## config.mk

```make
export PLATFORM = sky130hd
export DESIGN_NAME = picorv32_avl_line_bridge
export DESIGN_NICKNAME = d
export VERILOG_FILES = /design/src/rtl/picorv32_avl_pkg.sv /design/src/rtl/avl_line_buf.sv /design/src/rtl/picorv32_avl_line_bridge.sv
export SDC_FILE = /design/constraint.sdc
export NUM_CORES = 1
export LEC_CHECK = 0
export BUFFER_PORTS_ARGS = -buffer_cell sky130_fd_sc_hd__buf_2
export CAP_MARGIN = 20
export CELL_PAD_IN_SITES_DETAIL_PLACEMENT = 0
export CELL_PAD_IN_SITES_GLOBAL_PLACEMENT = 2
export CORE_ASPECT_RATIO = 0.5
export CORE_MARGIN = 10
export CORE_UTILIZATION = 38
export CTS_CLUSTER_DIAMETER = 200
export DETAILED_ROUTE_END_ITERATION = 12
export PLACE_DENSITY_LB_ADDON = 0.2
export SLEW_MARGIN = 25
export SYNTH_ARGS = -nofsm -noshare
export SYNTH_HDL_FRONTEND = slang
export SYNTH_SLANG_ARGS = --single-unit
```

## constraint.sdc

```tcl
create_clock -name clk_clk -period 3.95 [get_ports clk_clk]
set_clock_uncertainty 0.15 [all_clocks]
set_input_delay 0.1975 -clock clk_clk [delete_from_list [all_inputs] [get_ports clk_clk]]
set_output_delay 0.1975 -clock clk_clk [all_outputs]
set_load 0.02 [all_outputs]
```

## src/rtl/picorv32_avl_pkg.sv

```systemverilog
// Shared types and constants for the PicoRV32 to Avalon-MM line bridge.
package picorv32_avl_pkg;

  typedef enum logic [2:0] {
    IDLE,
    WR,
    RD_CMD,
    RD_DATA,
    RESP
  } state_e;

  localparam int unsigned WORD_W        = 32;
  localparam int unsigned STRB_W        = WORD_W / 8;
  localparam int unsigned BURST_LEN_DEF = 4;
  localparam int unsigned OFF_W         = $clog2(BURST_LEN_DEF);
  localparam int unsigned WR_BURSTCOUNT = 1;

  // Offset width for a given line length; never below 1 bit.
  function automatic int unsigned off_bits(input int unsigned burst_len);
    return (burst_len < 2) ? 1 : $clog2(burst_len);
  endfunction

endpackage

```

## src/rtl/avl_line_buf.sv

```systemverilog
// One-line read buffer: byte-strobed write port, combinational read port.
module avl_line_buf
  import picorv32_avl_pkg::*;
#(
  parameter int unsigned DEPTH = 4,
  parameter int unsigned IDX_W = 2
) (
  input  logic              clk,
  input  logic              we,
  input  logic [IDX_W-1:0]  widx,
  input  logic [STRB_W-1:0] wstrb,
  input  logic [WORD_W-1:0] wdata,
  input  logic [IDX_W-1:0]  ridx,
  output logic [WORD_W-1:0] rdata
);

  logic [WORD_W-1:0] mem_q [DEPTH];

  // Data storage carries no reset; validity is tracked by the bridge.
  always_ff @(posedge clk) begin
    if (we) begin
      for (int unsigned b = 0; b < STRB_W; b++) begin
        if (wstrb[b]) mem_q[widx][b*8 +: 8] <= wdata[b*8 +: 8];
      end
    end
  end

  assign rdata = mem_q[ridx];

endmodule

```

## src/rtl/picorv32_avl_line_bridge.sv

```systemverilog
// PicoRV32 native memory port to DDR3 EMIF Avalon-MM bridge with a one-line
// read buffer filled by bursts; writes are single-beat write-through.
module picorv32_avl_line_bridge
  import picorv32_avl_pkg::*;
#(
  parameter int unsigned ADDR_W    = 21,
  parameter int unsigned BURST_LEN = 4,
  parameter int unsigned BURST_W   = 3
) (
  input  logic                clk_clk,
  input  logic                reset_reset,
  input  logic                init_done,
  input  logic                flush,
  input  logic                cpu_valid,
  input  logic [31:0]         cpu_addr,
  input  logic [31:0]         cpu_wdata,
  input  logic [3:0]          cpu_wstrb,
  output logic                cpu_ready,
  output logic [31:0]         cpu_rdata,
  output logic [ADDR_W-1:0]   avl_address,
  output logic [BURST_W-1:0]  avl_burstcount,
  output logic                avl_beginbursttransfer,
  output logic                avl_read,
  output logic                avl_write,
  output logic [31:0]         avl_writedata,
  output logic [3:0]          avl_byteenable,
  input  logic                avl_waitrequest_n,
  input  logic [31:0]         avl_readdata,
  input  logic                avl_readdatavalid
);

  localparam int unsigned         LOFF_W    = off_bits(BURST_LEN);
  localparam logic [LOFF_W-1:0]   LAST_BEAT = LOFF_W'(BURST_LEN - 1);

  logic [ADDR_W-1:0] wa, tag;
  logic [LOFF_W-1:0] off;
  logic              rd_req, line_hit, beat_in;
  logic              unused_addr_bits;

  state_e              state_q, state_d;
  logic                line_valid_q, line_valid_d;
  logic [ADDR_W-1:0]   line_tag_q, line_tag_d;
  logic [LOFF_W-1:0]   beat_q, beat_d;
  logic                flush_pend_q, flush_pend_d;
  logic                cpu_ready_q, cpu_ready_d;
  logic [31:0]         cpu_rdata_q, cpu_rdata_d;
  logic [ADDR_W-1:0]   avl_address_q, avl_address_d;
  logic [BURST_W-1:0]  avl_burstcount_q, avl_burstcount_d;
  logic                avl_begin_q, avl_begin_d;
  logic                avl_read_q, avl_read_d;
  logic                avl_write_q, avl_write_d;
  logic [31:0]         avl_writedata_q, avl_writedata_d;
  logic [3:0]          avl_byteenable_q, avl_byteenable_d;

  logic                lb_we;
  logic [LOFF_W-1:0]   lb_widx;
  logic [STRB_W-1:0]   lb_wstrb;
  logic [WORD_W-1:0]   lb_wdata, lb_rdata;

  assign wa               = cpu_addr[ADDR_W+1:2];
  assign tag              = wa & ~ADDR_W'(BURST_LEN - 1);
  assign off              = wa[LOFF_W-1:0];
  assign unused_addr_bits = ^{cpu_addr[31:ADDR_W+2], cpu_addr[1:0]};
  assign rd_req           = (cpu_wstrb == '0);
  // A same-cycle flush turns a would-be hit into a miss.
  assign line_hit         = line_valid_q && (line_tag_q == tag) && !flush;
  assign beat_in          = avl_readdatavalid && ((state_q == RD_CMD) || (state_q == RD_DATA));

  avl_line_buf #(
    .DEPTH (BURST_LEN),
    .IDX_W (LOFF_W)
  ) u_line_buf (
    .clk   (clk_clk),
    .we    (lb_we),
    .widx  (lb_widx),
    .wstrb (lb_wstrb),
    .wdata (lb_wdata),
    .ridx  (off),
    .rdata (lb_rdata)
  );

  // Next-state, buffer write port and registered output computation.
  always_comb begin
    state_d          = state_q;
    line_valid_d     = line_valid_q;
    line_tag_d       = line_tag_q;
    beat_d           = beat_q;
    flush_pend_d     = flush_pend_q;
    cpu_ready_d      = 1'b0;
    cpu_rdata_d      = '0;
    avl_address_d    = avl_address_q;
    avl_burstcount_d = avl_burstcount_q;
    avl_begin_d      = 1'b0;
    avl_read_d       = avl_read_q;
    avl_write_d      = avl_write_q;
    avl_writedata_d  = avl_writedata_q;
    avl_byteenable_d = avl_byteenable_q;
    lb_we            = 1'b0;
    lb_widx          = beat_q;
    lb_wstrb         = '1;
    lb_wdata         = avl_readdata;

    if (flush && (state_q != RD_CMD) && (state_q != RD_DATA)) line_valid_d = 1'b0;

    if (beat_in) begin
      lb_we  = 1'b1;
      beat_d = (beat_q == LAST_BEAT) ? '0 : beat_q + 1'b1;
    end

    case (state_q)
      IDLE: begin
        if (cpu_valid) begin
          if (rd_req && line_hit) begin
            cpu_ready_d = 1'b1;
            cpu_rdata_d = lb_rdata;
            state_d     = RESP;
          end else if (init_done) begin
            avl_begin_d = 1'b1;
            if (rd_req) begin
              state_d          = RD_CMD;
              avl_read_d       = 1'b1;
              avl_address_d    = tag;
              avl_burstcount_d = BURST_W'(BURST_LEN);
              beat_d           = '0;
              flush_pend_d     = 1'b0;
              line_valid_d     = 1'b0;
            end else begin
              state_d          = WR;
              avl_write_d      = 1'b1;
              avl_address_d    = wa;
              avl_burstcount_d = BURST_W'(WR_BURSTCOUNT);
              avl_writedata_d  = cpu_wdata;
              avl_byteenable_d = cpu_wstrb;
              if (line_hit) begin
                lb_we    = 1'b1;
                lb_widx  = off;
                lb_wstrb = cpu_wstrb;
                lb_wdata = cpu_wdata;
              end
            end
          end
        end
      end
      WR: begin
        if (avl_waitrequest_n) begin
          avl_write_d      = 1'b0;
          avl_address_d    = '0;
          avl_burstcount_d = '0;
          avl_writedata_d  = '0;
          avl_byteenable_d = '0;
          cpu_ready_d      = 1'b1;
          state_d          = RESP;
        end
      end
      RD_CMD: begin
        if (flush) flush_pend_d = 1'b1;
        if (avl_waitrequest_n) begin
          avl_read_d       = 1'b0;
          avl_address_d    = '0;
          avl_burstcount_d = '0;
          state_d          = RD_DATA;
        end
      end
      RD_DATA: begin
        if (flush) flush_pend_d = 1'b1;
        if (beat_in && (beat_q == LAST_BEAT)) begin
          line_tag_d   = tag;
          line_valid_d = !(flush_pend_q || flush);
          cpu_ready_d  = 1'b1;
          // The last beat lands in the buffer this edge, so forward it directly.
          cpu_rdata_d  = (off == LAST_BEAT) ? avl_readdata : lb_rdata;
          state_d      = RESP;
        end
      end
      RESP:    state_d = IDLE;
      default: state_d = IDLE;
    endcase
  end

  // Control state and registered outputs; reset abandons any transaction.
  always_ff @(posedge clk_clk or posedge reset_reset) begin
    if (reset_reset) begin
      state_q          <= IDLE;
      line_valid_q     <= 1'b0;
      line_tag_q       <= '0;
      beat_q           <= '0;
      flush_pend_q     <= 1'b0;
      cpu_ready_q      <= 1'b0;
      cpu_rdata_q      <= '0;
      avl_address_q    <= '0;
      avl_burstcount_q <= '0;
      avl_begin_q      <= 1'b0;
      avl_read_q       <= 1'b0;
      avl_write_q      <= 1'b0;
      avl_writedata_q  <= '0;
      avl_byteenable_q <= '0;
    end else begin
      state_q          <= state_d;
      line_valid_q     <= line_valid_d;
      line_tag_q       <= line_tag_d;
      beat_q           <= beat_d;
      flush_pend_q     <= flush_pend_d;
      cpu_ready_q      <= cpu_ready_d;
      cpu_rdata_q      <= cpu_rdata_d;
      avl_address_q    <= avl_address_d;
      avl_burstcount_q <= avl_burstcount_d;
      avl_begin_q      <= avl_begin_d;
      avl_read_q       <= avl_read_d;
      avl_write_q      <= avl_write_d;
      avl_writedata_q  <= avl_writedata_d;
      avl_byteenable_q <= avl_byteenable_d;
    end
  end

  assign cpu_ready              = cpu_ready_q;
  assign cpu_rdata              = cpu_rdata_q;
  assign avl_address            = avl_address_q;
  assign avl_burstcount         = avl_burstcount_q;
  assign avl_beginbursttransfer = avl_begin_q;
  assign avl_read               = avl_read_q;
  assign avl_write              = avl_write_q;
  assign avl_writedata          = avl_writedata_q;
  assign avl_byteenable         = avl_byteenable_q;

endmodule

```

==> results of run 1 <==
==> cell type report <==
| type | count | area (um^2) | share of cell area (%) |
|---|---|---|---|
| well taps | 352 | 440 | 3.24 |
| clock inverters | 7 | 82.6 | 0.608 |
| flip-flops and latches | 249 | 6870 | 50.6 |
| repair buffers | 310 | 2080 | 15.3 |
| multi-input cells | 439 | 3400 | 25.0 |
| inverters | 1 | 11.3 | 0.0828 |
| clock buffers | 37 | 701 | 5.15 |
==> metal layers <==
layer	track usage (%)	vias to the layer above	wire length [um]
li1	-	3303	-
met3	3.95	30	1880
met4	2.56	0	332
met2	27.5	169	14100
met1	21.8	3578	12400
met5	0	-	0
==> metrics by stage <==
stage	total power [W]	area [um^2]	utilization (%)
2_1_floorplan	0.00425	10500	-
3_3_place_gp	0.00486	11900	44.3
3_5_place_dp	0.00488	11900	44.3
4_1_cts	0.00731	13600	50.7
5_1_grt	0.00756	13600	50.7
6_report	0.00719	13600	50.7
==> state kept, by name (all words and copies together) (netlist names) <==
register,cells
avl_write,1
line_tag_q,19
cpu_ready,1
line_valid_q,1
avl_burstcount,2
avl_address,21
cpu_rdata,32
flush_pend_q,1
beat_q,2
avl_beginbursttransfer,1
avl_byteenable,4
avl_writedata,32
state_q,3
avl_read,1
u_line_buf.mem_q,128
==> power groups by stage <==
stage | Sequential (W) | Clock [W] | Combinational [W]
after floorplan | 0.00364 | 0 | 0.000611
after global placement | 0.00329 | 0 | 0.00158
after detailed placement | 0.00329 | 0 | 0.00159
after CTS | 0.00325 | 0.00239 | 0.00166
after global routing | 0.00329 | 0.00249 | 0.00178
final | 0.00325 | 0.00233 | 0.00162
==> cells by family after synthesis <==
group / Yosys count / share of synthesized area (%)
buf+inv: 50 / 2.29
other cells: 1 / 0.0358
simple gates: 230 / 9.95
xor+xnor: 20 / 1.67
mux: 96 / 13.7
compound gates: 91 / 6.62
flops: 249 / 65.6
fa+ha+maj: 1 / 0.119
==> worst register-to-register path, stage by stage, from the launching register on <==
cell and delay (ns):
dfrtp_1 0.39, xnor2_1 0.23, nand4_1 0.15, nor3_2 0.51
nand3_2 0.29, buf_4 0.32, o21ai_0 0.28, buf_4 0.25
==> synth_stat cells, types with 7 or more instances <==
master	n	area, um^2
nand2_1	154	578
edfxtp_1	128	3840
dfrtp_1	121	3030
nand3_1	41	205
mux2i_1	32	320
mux4_2	32	721
o2bb2ai_1	32	280
clkbuf_1	28	105
a22o_1	21	184
mux2_2	18	203
o21ai_0	17	85.1
xnor2_1	17	149
mux2_4	10	150
buf_2	9	45.0
a21oi_1	8	40.0
buf_4	7	52.6
nor2_1	7	26.3
==> final timing paths <==
kind	startpoint	endpoint	slack, ns	cells after the start
setup reg to reg	line_tag_q[6]	u_line_buf.mem_q[3][15]	1.09	7
hold reg to reg	avl_writedata[10]	avl_writedata[10]	0.31	2
hold / removal	cpu_addr[3]	avl_address[1]	0.19	2
min in group asynchronous	reset_reset	avl_address[15]	0.21	3
setup / recovery	line_tag_q[6]	u_line_buf.mem_q[3][15]	1.09	7
max in group asynchronous	reset_reset	cpu_rdata[14]	2.57	4
==> reports/results.txt, run 1 <==
Fin Setup TNS -> 0 ns
Clk slew on worst S/H paths -> 0.07 ns
Post-detail-place hpwl -> 19,100 um
Clk root buf -> clkbuf_16
Slowest-stage cell, CP -> nor3_2
Setup Buffers After CTS -> 0
Syn Area/Cell -> 14.2 um^2
Worst hold slack -> 0.195 ns
Die span in y -> 137 um
P per Cell Area -> 529 nW/um^2
Layout area overhead -> 29.7%
Sequential share of power -> 45.1%
Worst path most repeated cell -> buf_4
Mapped Cells -> 738
Initial DRC count -> 418
I/O pins -> 203
Worst Path Buf+Inv -> 2
Sink Count -> 249
Die X -> 255 um
Most frequent cells in the layout -> buf_2 (190), nand2_1 (153), edfxtp_1 (128)
Yosys reg bits -> 249
H-tree levels -> 1
Clock share of power -> 32.3%
Routed Antenna Nets -> 0
First-pass GRT wire length -> 44,400 um
Vias -> 7,080
Slew @ Worst Pin -> 0.979 ns
GRT Resource Usage Total -> 16.4%
Max cap viols -> 0
Post-route setup slack -> 1.09 ns
Core Area -> 26,800 um^2
Worst-Skew Late Latency -> 0.52 ns
Dominant synthesized flop cell -> edfxtp_1
Post-synth EDFFs -> 128
Vias in the first global route -> 7,393
ANT cells -> 0
Dpl ws -> 1.04 ns
Final hold vios -> 0
PostCTS Resize Cnt -> 0
Clk buf depth -> 3
Max_slew headroom -> 34.8%
Fillers -> 2,329
Global route total overflow -> 0
CP startpoint kind -> flop
Mapped cell area -> 10,500 um^2
CP required -> 4.02 ns
CTS tree -> yes
Layout cells sized above 1 -> 31.1%
Fmax -> 350 MHz
Final WL -> 28,600 um
Initial core utilization -> 39.1%
Cell Rows -> 42
Hold Buf Count CTS -> 93
Worst-path cell chain -> xnor2_1 > nand4_1 > nor3_2 > nand3_2 > buf_4 > o21ai_0 > buf_4
Ys async rst share -> 48.6%
Outcome -> complete, no violations
Unique cell type count in the Yosys netlist -> 48
Ys Warns -> 0
CP top delay family -> simple AND/OR/NAND/NOR gates
Endpoints failing setup -> 0
Worst vdd rail ir drop -> 0.276 mV
Unrepaired setup endpoints after global routing -> no
Final Cycle Share -> 72.4%
CP max stage delay -> 0.51 ns
Post-layout net count -> 1,133
Switching power -> 0.00221 W
Residual DRC -> 0
Synth Net Count -> 846
Pin count of the biggest net entering global routing -> 98
Worst EP arrival -> 2.93 ns
Worst Path Max Fanout -> 26
Hold Path Class -> primary input to flop
P_int -> 0.00499 W
Placed instance count -> 1,258
CP Capture Type -> flop
Switching Fraction -> 30.7%
Sequential area share after synthesis -> 65.6%
Vias per cell -> 5.08
Final Non-Filler Cells -> 1,395
I/O Buffers -> 190
Most common cell after layout, fill and taps aside -> buf_2
Leakage -> 6.08 nW
Initial antenna violation count -> 0
GPL Wtd Cong -> 0.718
Drt first pass iters -> 4
CP Class -> flop to flop
Die Area -> 35,000 um^2
Num CTS Buffers -> 24
Max-slew violation count -> 0
Routed WL per cell -> 20.5 um
Period minus WS final -> 2.86 ns
Part of the power in combinational logic -> 22.5%
(Power assumes the default switching activity.)
==> run 2: changes to the inputs <==
CORE_UTILIZATION = 34   (was 38)
clock period = 2.3 ns   (was 3.95 ns; I/O delays follow)
==> reports/results.txt, run 2 (synthesis results as in run 1) <==
Hold Path Class -> primary input to async pin
Most frequent cells in the layout -> buf_2 (190), nand2_1 (153), edfxtp_1 (128)
Slew @ Worst Pin -> 0.680 ns (-0.299 ns)
Vias per cell -> 4.85 (-4.5%)
Residual DRC -> 0 (unchanged)
Post-detail-place hpwl -> 20,400 um (+6.7%)
Outcome -> complete, no violations
Largest register by flop count -> u_line_buf.mem_q
CP Class -> flop to flop
Max reg flops -> 128 (unchanged)
Post-route setup slack -> 0.0561 ns (-1.03 ns)
Layout area overhead -> 36.3%
Leakage -> 6.39 nW (+5.1%)
P per Cell Area -> 866 nW/um^2 (+64%)
Endpoints failing setup -> 0 (unchanged)
DP Area -> 12,200 um^2 (+2.9%)
Die X -> 268 um (+5.3%)
Post-layout net count -> 1,168 (+3.1%)
Vias -> 7,165 (+1.2%)
Max cap viols -> 0 (unchanged)
Clk root buf -> clkbuf_16
Max_slew headroom -> 54.6% (+20 points)
CP required -> 2.41 ns (-1.61 ns)
I/O pins -> 203 (unchanged)
Fmax -> 446 MHz (+27%)
Routed Antenna Nets -> 0 (unchanged)
Layout cells sized above 1 -> 35.5% (+4.4 points)
Drt first pass iters -> 6 (+2)
Die span in y -> 144 um (+4.9%)
CP Capture Type -> flop
Core Area -> 30,300 um^2 (+13%)
Clk slew on worst S/H paths -> 0.06 ns (about the same)
Worst EP arrival -> 2.35 ns (-0.58 ns)
Vias in the first global route -> 7,651 (+3.5%)
Final hold vios -> 0 (unchanged)
Cell Rows -> 45 (+7.1%)
Fin Setup TNS -> 0 ns (unchanged)
Die Area -> 38,700 um^2 (+10%)
Initial DRC count -> 356 (-15%)
Worst-Skew Late Latency -> 0.54 ns (+0.02 ns)
Initial core utilization -> 34.5% (-4.6 points)
Clk buf depth -> 3 (unchanged)
GPL Wtd Cong -> 0.757 (+5.4%)
Global route total overflow -> 0 (unchanged)
Initial antenna violation count -> 0 (unchanged)
First-pass GRT wire length -> 44,600 um (+0.53%)
Dpl ws -> 0.000794 ns (-1.04 ns)
I/O Buffers -> 190 (unchanged)
Sink Count -> 249 (unchanged)
Most common cell after layout, fill and taps aside -> buf_2
Period minus WS final -> 2.24 ns (-0.616 ns)
Worst Path Max Fanout -> 8 (-69%)
Post-layout instance area -> 14,300 um^2 (+5.1%)
Routed WL per cell -> 19.9 um (-2.9%)
Unrepaired setup endpoints after global routing -> yes
Pin count of the biggest net entering global routing -> 43 (-56%)
Fillers -> 2,695 (+16%)
CTS tree -> yes
ANT cells -> 0 (unchanged)
Final WL -> 29,400 um (+2.9%)
Pwr Total -> 0.0124 W (+72%)
Max-slew violation count -> 0 (unchanged)
Num CTS Buffers -> 25 (+4.2%)
CP startpoint kind -> flop
Final Cycle Share -> 97.6% (+25 points)
Worst vdd rail ir drop -> 0.598 mV (+120%)
GRT Resource Usage Total -> 14.8% (-1.6 points)
H-tree levels -> 1 (unchanged)
-- run 2: cell types whose count changed in the layout (fill, tap and decap cells not counted), moves of 4 or more --
| cell | before | now |
|---|---|---|
| buf_12 | 0 | 9 |
| buf_6 | 0 | 19 |
| buf_8 | 0 | 4 |
| clkbuf_1 | 9 | 4 |
| mux2_1 | 4 | 0 |
| o21ai_0 | 13 | 1 |
| o21ai_1 | 4 | 0 |
| o21ai_2 | 0 | 8 |
| o21ai_4 | 0 | 8 |
-- run 2: cell type report --
type	instances	area [um^2]	share of cell area, %
Sequential cell	249	6870	48.1
Timing Repair Buffer	344	2610	18.3
Clock inverter	16	104	0.727
Multi-Input combinational cell	439	3540	24.8
Inverter	1	7.51	0.0526
Clock buffer	30	654	4.58
Tap cell	399	499	3.50
-- run 2: power by group --
part           leakage [nW]  switching [W]  internal [W]
Combinational          3.22        0.00185       0.00114
Clock                 0.374        0.00179       0.00205
Sequential             2.79       0.000301       0.00524
-- run 2: worst max-delay path, cell delays in order (launching register included) --
cell and delay (ns):
dfrtp_1 0.40, xnor2_2 0.17, nand4_1 0.14, nor4_4 0.32, nand3_4 0.11, buf_12 0.17, clkbuf_16 0.17, o21ai_2 0.16
buf_6 0.17
-- run 2: worst paths after layout --
| kind | slack [ns] | endpoint | startpoint | cells past startpoint |
|---|---|---|---|---|
| hold / removal | 0.08 | beat_q[1] | reset_reset | 3 |
| max in group asynchronous | 1.27 | avl_writedata[17] | reset_reset | 4 |
| setup reg to reg | 0.06 | u_line_buf.mem_q[3][20] | line_tag_q[4] | 8 |
| setup / recovery | 0.06 | u_line_buf.mem_q[3][20] | line_tag_q[4] | 8 |
| min in group clk_clk | 0.20 | avl_writedata[13] | cpu_wdata[13] | 4 |
| hold reg to reg | 0.31 | avl_byteenable[2] | avl_byteenable[2] | 2 |
-- run 2: per-layer routing --
metal	vias to the layer above	track usage, %	wire (um)
met2	146	25.8	14800
met1	3604	18.9	12700
met5	-	0	0
li1	3383	-	-
met3	32	2.95	1410
met4	0	3.05	473
-- run 2: through the flow --
step,hold slack (ns),utilization [%],std cells
3_5_place_dp,0.101,40.3,1331
6_report,0.0837,47.1,1478
5_1_grt,0.133,47.1,1478
2_1_floorplan,0.0704,-,738
3_3_place_gp,0.0952,40.3,1331
4_1_cts,0.0641,45.9,1471
-- run 2: repair_timing --
| action | in CTS | in global routing |
|---|---|---|
| pin swaps | 1 | 19 |
| hold endpoints to repair | 354 | 0 |
| hold buffers | 94 | 0 |
| gates resized for setup | 2 | 58 |
| gates cloned | 0 | 6 |
| setup endpoints to repair | 8 | 197 |
| setup buffers | 0 | 1 |
